### src/rtl/design6_share_arb.sv
// design6_share_arb
//   Round-robin arbiter that shares a single design6_seq 4-operand sequential
//   adder among NREQ requesters. A granted requester's operands are latched,
//   the adder is started with a one-cycle pulse, and the adder's result is
//   returned to that requester together with a one-cycle done pulse. A
//   watchdog aborts the operation (result 0, err pulse) if the adder never
//   answers.
//
// Ports
//   clk        clock, all state on the rising edge
//   rst        asynchronous active-high reset
//   req        per-requester request level, held until the matching done
//   a_in..d_in packed operands, requester i at [i*WIDTH +: WIDTH]
//   gnt        one-hot grant, high from ISSUE through RESP
//   done       one-hot single-cycle completion pulse
//   err        single-cycle timeout flag, coincident with done
//   result     sum returned to the requester, held until the next completion
//   add_start  start pulse to the adder
//   add_a..d   registered operands to the adder
//   add_f      adder result
//   add_valid  adder result valid
module design6_share_arb #(
  parameter int WIDTH   = 4,
  parameter int NREQ    = 4,
  parameter int TIMEOUT = 15
) (
  input  logic                    clk,
  input  logic                    rst,
  input  logic [NREQ-1:0]         req,
  input  logic [NREQ*WIDTH-1:0]   a_in,
  input  logic [NREQ*WIDTH-1:0]   b_in,
  input  logic [NREQ*WIDTH-1:0]   c_in,
  input  logic [NREQ*WIDTH-1:0]   d_in,
  output logic [NREQ-1:0]         gnt,
  output logic [NREQ-1:0]         done,
  output logic                    err,
  output logic [WIDTH+1:0]        result,
  output logic                    add_start,
  output logic [WIDTH-1:0]        add_a,
  output logic [WIDTH-1:0]        add_b,
  output logic [WIDTH-1:0]        add_c,
  output logic [WIDTH-1:0]        add_d,
  input  logic [WIDTH+1:0]        add_f,
  input  logic                    add_valid
);

  localparam int IW = (NREQ > 1) ? $clog2(NREQ) : 1;
  localparam int WW = $clog2(TIMEOUT + 1);

  typedef enum logic [1:0] {
    IDLE  = 2'd0,
    ISSUE = 2'd1,
    WAIT  = 2'd2,
    RESP  = 2'd3
  } state_t;

  state_t          state;
  state_t          state_nxt;
  logic [IW-1:0]   ptr;
  logic [IW-1:0]   sel;
  logic [IW-1:0]   pick;
  logic [IW-1:0]   idx;
  logic            found;
  logic [WW-1:0]   wdog;
  logic            err_flag;
  logic            timeout_hit;

  // Round-robin search: first active request at or above ptr, wrapping.
  always_comb begin
    found = 1'b0;
    pick  = '0;
    idx   = '0;
    for (int k = 0; k < NREQ; k++) begin
      idx = IW'((int'(ptr) + k) % NREQ);
      if (!found && req[idx]) begin
        found = 1'b1;
        pick  = idx;
      end
    end
  end

  // The watchdog has already counted TIMEOUT-1 idle WAIT cycles; this one is the last.
  assign timeout_hit = (wdog == WW'(TIMEOUT - 1));

  always_ff @(posedge clk or posedge rst) begin
    if (rst) begin
      state <= IDLE;
    end else begin
      state <= state_nxt;
    end
  end

  always_comb begin
    state_nxt = state;
    gnt       = '0;
    done      = '0;
    err       = 1'b0;
    add_start = 1'b0;
    case (state)
      IDLE: begin
        // A stale add_valid left over from the adder must not be mistaken
        // for the answer to a new operation, so granting waits it out.
        if (found && !add_valid) begin
          state_nxt = ISSUE;
        end
      end
      ISSUE: begin
        gnt       = NREQ'(1) << sel;
        add_start = 1'b1;
        state_nxt = WAIT;
      end
      WAIT: begin
        gnt = NREQ'(1) << sel;
        if (add_valid || timeout_hit) begin
          state_nxt = RESP;
        end
      end
      RESP: begin
        gnt       = NREQ'(1) << sel;
        done      = NREQ'(1) << sel;
        err       = err_flag;
        state_nxt = IDLE;
      end
      default: state_nxt = IDLE;
    endcase
  end

  always_ff @(posedge clk or posedge rst) begin
    if (rst) begin
      ptr      <= '0;
      sel      <= '0;
      wdog     <= '0;
      err_flag <= 1'b0;
      result   <= '0;
      add_a    <= '0;
      add_b    <= '0;
      add_c    <= '0;
      add_d    <= '0;
    end else begin
      case (state)
        IDLE: begin
          if (state_nxt == ISSUE) begin
            sel   <= pick;
            add_a <= a_in[int'(pick)*WIDTH +: WIDTH];
            add_b <= b_in[int'(pick)*WIDTH +: WIDTH];
            add_c <= c_in[int'(pick)*WIDTH +: WIDTH];
            add_d <= d_in[int'(pick)*WIDTH +: WIDTH];
          end
        end
        ISSUE: begin
          wdog     <= '0;
          err_flag <= 1'b0;
        end
        WAIT: begin
          if (add_valid) begin
            result <= add_f;
          end else begin
            wdog <= wdog + WW'(1);
            if (timeout_hit) begin
              result   <= '0;
              err_flag <= 1'b1;
            end
          end
        end
        RESP: begin
          ptr <= (sel == IW'(NREQ - 1)) ? '0 : sel + IW'(1);
        end
        default: ;
      endcase
    end
  end

endmodule
### config.mk
export PLATFORM = sky130hd
export DESIGN_NAME = design6_share_arb
export DESIGN_NICKNAME = d
export VERILOG_FILES = /design/src/rtl/design6_share_arb.sv
export SDC_FILE = /design/constraint.sdc
export NUM_CORES = 1
export LEC_CHECK = 0
export CAP_MARGIN = 20
export CORE_UTILIZATION = 43
export DETAILED_ROUTE_END_ITERATION = 10
export GPL_TIMING_DRIVEN = 0
export HOLD_SLACK_MARGIN = 0.03
export PLACE_DENSITY = 0.88
export SLEW_MARGIN = 30
export SYNTH_ARGS = -nofsm -noshare
export SYNTH_HDL_FRONTEND = slang
export SYNTH_SLANG_ARGS = --single-unit
### constraint.sdc
create_clock -name clk -period 3.65 [get_ports clk]
set_clock_uncertainty 0.1 [all_clocks]
set_input_delay 0.365 -clock clk [delete_from_list [all_inputs] [get_ports clk]]
set_output_delay 0.365 -clock clk [all_outputs]
set_load 0.05 [all_outputs]
==> impl_metrics.ini <==
[outcome]
status = finished clean

[floorplan]
start_util_pct = 45.1
dieArea_um2 = 5270
rows = 25
die_height_um = 72.6
core_um2 = 4750
io_pins = 109
fp.dieW_um = 72.6

[pwr]
p_sw_share_pct = 49.1
cellPowerDensity_nw_per_um2 = 747
clkPwrFrac_pct = 11.8
total_power_mw = 2.55
internal_power_mw = 1.30
comb_power_share_pct = 63.4
p_switching_mw = 1.25
leakagePower_nw = 1.37
ir_drop_v = 0.000382
seqPwrFrac_pct = 24.8

[clock_network]
cts.root.buffer_cell = clkbuf_8
htree_levels = 2
cts-hold-fix-buffers = 0
clkLatencyLatePin_ns = 0.28
cts_tree = built
post-cts-setup-buffers = 0
numCtsBuffers = 5
cts_resized = 0
clk_pin_slew_ns = 0.07
cts_buffer_depth = 2
clock-sinks = 33

[synth]
yosysWarnings = 0
ys_seq_area_share_pct = 38.5
synthFlopType = dfrtp_1
synth.top_cells.by_count = nor3b_1, dfrtp_1, a211oi_1
synth_nets = 314
async_flop_share_pct = 100
synth_top_area_share_pct = 38.5
syn_area_um2 = 2140
synth-edff-count = 0
synth-seq-cells = 33
syn_avg_cell_area_um2 = 9.49
synth.most_common_cell = nor3b_1
synth_cells = 226
netlist_top_cells_area = dfrtp_1, nor3b_1, a211oi_1
yosys.area.top_type = dfrtp_1
ys_types = 34

[placed_design]
place_congestion = 0.844
dpl.cell_count = 401
dp_slack_ns = 0.824
place_area_um2 = 3310
io_buffers = 108
hpwl_um = 4890

[cells_and_area]
nets = 429
drive_gt1_share_pct = 7.02
num-fill-cells = 363
fin_cells = 409
diodes = 0
design_area_um2 = 3410
syn_to_final_growth_pct = 59.0

[sta]
slew_viol_final = 0
fmax_mhz = 386
final.setup.worst_slack_ns = 1.06
period_minus_slack_ns = 2.59
rsz0062_at_grt = no
relSlewSlack_pct = 54.3
hold_violations = 0
fin_tns_setup_ns = 0
tightestPinTransition_ns = 0.685
setup_viol = 0
fin_crit_sh_pct = 71.0

[critical_path]
cp.arrival_ns = 2.69
start_kind = register
cp.required_ns = 3.75
end_kind = register
crit_fanout = 10
worstSetupPathType = register to register

[detailed_routing]
via_count = 2182
wl_um = 6200
firstDrtPassIters = 4
drt_iter0_markers = 111
ant_nets = 0
post_drt_via_cell_ratio = 5.33
drcViolationCount = 0
wl_per_cell_um = 15.2

[global_route]
grt.overflow.total = 0
grt_max_degree = 34
grt_pass1_vias = 2229
grt_pass1_wl_um = 10000
grtUsageTotal_pct = 24.9
antenna_found_initial = 0

[min_path]
min_path_type = register to register

[job]
maxCapViolCount = 0
[path summary, 6_finish.rpt]
check	start	end	slack, ns	depth (start not counted)
max in group asynchronous	rst	result[3]	2.59	2
worst max-delay path	wdog[0]	add_d[3]	1.06	8
worst min-delay path	add_d[1]	add_d[1]	0.38	2
worst max register to register	wdog[0]	add_d[3]	1.06	8
worst min register to register	add_d[1]	add_d[1]	0.38	2
min in group asynchronous	rst	wdog[2]	0.41	2
[area by class of cell]
cell class,count,area [um2],area share (%)
Buffer,17,93.8,2.75
Clock buffer,7,96.3,2.82
Clock inverter,1,5.00,0.147
Inverter,8,30.0,0.880
Multi-Input combinational cell,168,1190,35.0
Sequential cell,33,826,24.2
Tap cell,67,83.8,2.46
Timing Repair Buffer,108,1080,31.7
[critical path, stage by stage, from the launching register on]
cell and delay, ns:
dfrtp_1 0.42, inv_1 0.06, ha_1 0.20, and3_1 0.21
o211a_1 0.23, o31ai_2 0.58, clkbuf_1 0.48, nand2_1 0.14
o31ai_1 0.08
[cell usage in the layout (no fill, tap or decap), types with 3 or more instances in the layout]
| cell | instances |
|---|---|
| buf_2 | 6 |
| nand2_1 | 24 |
| ha_1 | 11 |
| dfrtp_1 | 33 |
| nor3b_1 | 34 |
| clkbuf_8 | 7 |
| a211oi_1 | 32 |
| a22o_1 | 6 |
| and2_1 | 7 |
| clkbuf_1 | 6 |
| clkdlybuf4s50_1 | 108 |
| nor2b_1 | 6 |
| o31ai_1 | 16 |
| o21ai_1 | 3 |
| nand2b_1 | 3 |
| inv_1 | 7 |
| nor2_1 | 3 |
| o21ai_0 | 4 |
[power groups by stage]
stage | combinational (mW) | clock, mW | sequential (mW)
after floorplan | 0.719 | 0 | 0.999
after global placement | 1.58 | 0 | 0.631
after detailed placement | 1.62 | 0 | 0.638
after CTS | 1.62 | 0.305 | 0.633
after global routing | 1.74 | 0.318 | 0.655
final | 1.62 | 0.301 | 0.631
[sequential cells by signal, indices dropped and copies added (netlist names)]
| register | flops |
|---|---|
| ptr | 2 |
| state | 2 |
| add_b | 4 |
| sel | 2 |
| add_a | 4 |
| err_flag | 1 |
| add_d | 4 |
| result | 6 |
| add_c | 4 |
| wdog | 4 |
[metrics by stage]
stage,util [%],hold WS [ns]
global route,71.7,0.396
detailed placement,69.6,0.360
CTS,71.7,0.382
floorplan,-,0.339
global placement,69.6,0.359
finish,71.7,0.380
[cells by family after synthesis]
kind of cell | synth area share [%]
buffers and inverters | 5.78
and+or+nand+nor | 24.2
DFF | 38.5
muxes | 1.52
AOI/OAI and AO/OA | 23.6
adders and majority gates | 6.42
[metal layers]
| layer | up-vias | wire length [um] | global-route usage (%) |
|---|---|---|---|
| met5 | - | 0 | 0 |
| met4 | 0 | 102 | 9.15 |
| met3 | 9 | 311 | 4.42 |
| met2 | 68 | 3120 | 43.7 |
| met1 | 1035 | 2660 | 30.4 |
| li1 | 1070 | - | - |
Power figures use the tool's default switching activity.
==> patch: new RTL, config.mk and constraints unchanged <==
`TIMEOUT`: 15 -> 17.
--- a/src/rtl/design6_share_arb.sv
+++ b/src/rtl/design6_share_arb.sv
@@ -22,7 +22,7 @@
 module design6_share_arb #(
   parameter int WIDTH   = 4,
   parameter int NREQ    = 4,
-  parameter int TIMEOUT = 15
+  parameter int TIMEOUT = 17
 ) (
   input  logic                    clk,
   input  logic                    rst,
Function: no difference found for any inputs over 4 cycles, from zero or initial values and one cycle with rst high; that may be too few to reach the edited logic, so the function may still have changed.
==> patch against the original RTL <==
Maximum frequency down 1.1%. Sequential cell count up 1. Setup slack worse by 0.030 ns. Non-clock buffer count up 1. Global-route usage down 0.16 points. Power up 1.8%. Wire length up 3.9%. Die area up 2.7%. Cell area up 1.1%. Area after synthesis up 2.7%. Count of clock-buffer cells in the layout down 2. Sequential share of layout area up 0.47 points. Largest power group unchanged.
==> patch: results (changes against the original RTL) <==
| Metric | Value |
|---|---|
| Worst-skew pair later-pin latency | 0.29 ns |
| Fraction of layout instances using a drive strength above 1 | 0.0665 (-0.00370) |
| Total number of vias | 2,268 (+3.9%) |
| Antenna violations before repair | 0 (unchanged) |
| Placer congestion estimate | 0.846 (+0.33%) |
| # fillers | 386 (+6.3%) |
| CP max FO | 8 (-2) |
| VDD IR max | 416 uV (+8.9%) |
| Met2 Use GR | 0.413 (-0.0243) |
| First-pass GRT wire length | 10,000 microns (+0.21%) |
| Mapped Nets | 319 (+1.6%) |
| Ys async rst share | 1.00 (unchanged) |
| Static leakage | 0.00138 uW (+0.35%) |
| Final nets | 434 (+1.2%) |
| Met1 usage | 0.301 (-0.00282) |
| Starting DRT DRC Count | 110 (-0.90%) |
| Post-CTS Resized | 0 (unchanged) |
| Max-slew headroom | 0.517 (-0.0257) |
| Final WL | 6440 microns (+3.9%) |
| GR Layer Usage met3 | 0.0562 (+0.0120) |
| Max-cap violation count | 0 (unchanged) |
| Total Routing Usage GR | 0.247 (-0.00158) |
| Part of the Yosys area used for sequential elements | 0.386 (+0.00108) |
| TritonCTS Buffers | 5 (unchanged) |
| TNS Setup | 0 ns (unchanged) |
| Post-synthesis mux area share | 0.0148 (-0.000405) |
| Synth Area in Adders | 0.0625 (-0.00171) |
| Dpl ws | 0.929 ns (+0.105 ns) |
| Count of final setup violators | 0 (unchanged) |
| Synth top area cells | dfrtp_1 (39%), nor3b_1 (11%), a211oi_1 (11%), ha_1 (6.2%), o31ai_1 (5.5%) |
| EDFF count, synth | 0 (unchanged) |
| Count of cell types in the netlist | 32 (-5.9%) |
| Post-DP HPWL | 5030 microns (+2.9%) |
| Slew Viols, Final | 0 (unchanged) |
| Largest net degree at the start of global routing | 35 (+2.9%) |
| Int Pwr | 1290 uW (-0.79%) |
| Top cells by count, synth | dfrtp_1 (34), nor3b_1 (33), a211oi_1 (32) |
| IO Port Bufs | 108 (unchanged) |
| Vias in the first global route | 2,139 (-4.0%) |
| # H-tree levels | 2 (unchanged) |
| Status | finished, final reports clean |
| Synth Area in Compound Gates | 0.243 (+0.00734) |
| Largest regs | result: 6 flops, wdog: 5 flops |
patch: cell count changes after synthesis, moves of 2 or more:
cell | unedited run | this run
o21ai_0 | 4 | 6
nor2b_1 | 6 | 8
buf_4 | 2 | 4
clkbuf_1 | 6 | 8
patch: worst paths after layout:
| kind | cells after the start | endpoint | start | slack, ns |
|---|---|---|---|---|
| max | 5 | gnt[3] | state[0]$_DFF_PP0_ | 1.03 |
| min | 2 | add_d[2]$_DFFE_PP0P_ | add_d[2]$_DFFE_PP0P_ | 0.37 |
| max reg2reg | 6 | add_b[0]$_DFFE_PP0P_ | ptr[0]$_DFFE_PP0P_ | 1.34 |
| min reg2reg | 2 | add_d[2]$_DFFE_PP0P_ | add_d[2]$_DFFE_PP0P_ | 0.37 |
| max in group asynchronous | 2 | result[5]$_DFFE_PP0P_ | rst | 2.57 |
| min in group asynchronous | 2 | add_d[2]$_DFFE_PP0P_ | rst | 0.41 |
patch: power groups by stage:
| stage | combinational (uW) | clock, uW | sequential (uW) |
|---|---|---|---|
| global placement | 1660 | 0 | 640 |
| floorplan | 764 | 0 | 1010 |
| global route | 1800 | 285 | 663 |
| detailed placement | 1680 | 0 | 648 |
| CTS | 1690 | 271 | 644 |
| finish | 1680 | 268 | 643 |
patch: cells by family (layout without fill, tap and decap cells):
family | after synthesis | in the layout
and+or+nand+nor | 86 | 86
AOI/OAI and AO/OA | 70 | 70
DFF | 34 | 34
buffers and inverters | 27 | 142
adders and majority gates | 11 | 11
muxes | 3 | 3
patch: cell type report:
| class | count | share of cell area |
|---|---|---|
| clock buffer | 5 | 0.0200 |
| inverter | 9 | 0.00980 |
| multi-input combinational | 170 | 0.355 |
| timing repair buffer | 108 | 0.314 |
| sequential | 34 | 0.247 |
| tap | 67 | 0.0243 |
| clock inverter | 2 | 0.00290 |
| buffer | 18 | 0.0279 |
patch: through the flow:
step / hold slack [ns] / power (uW) / instances / utilization / instance area [sq um]
2_1_floorplan: 0.342 / 1780 / 231 / - / 2200
3_3_place_gp: 0.357 / 2300 / 406 / 0.699 / 3370
3_5_place_dp: 0.365 / 2330 / 406 / 0.699 / 3370
4_1_cts: 0.381 / 2600 / 413 / 0.716 / 3450
5_1_grt: 0.398 / 2750 / 413 / 0.716 / 3450
6_report: 0.375 / 2590 / 413 / 0.716 / 3450
patch: worst max-delay path: stages, from the launching register on:
cell and delay, ns:
dfrtp_1 0.40, inv_1 0.09, ha_1 0.19, clkbuf_1 0.21, nor2b_1 0.16, clkdlybuf4s50_1 0.81
patch: routing by layer:
metal / wire [microns] / part of all wire / vias up
met1: 2670 / 0.41 / 1066
met4: 195 / 0.030 / 0
met2: 3160 / 0.49 / 98
met3: 422 / 0.066 / 16
met5: 0 / 0 / -
li1: - / - / 1088
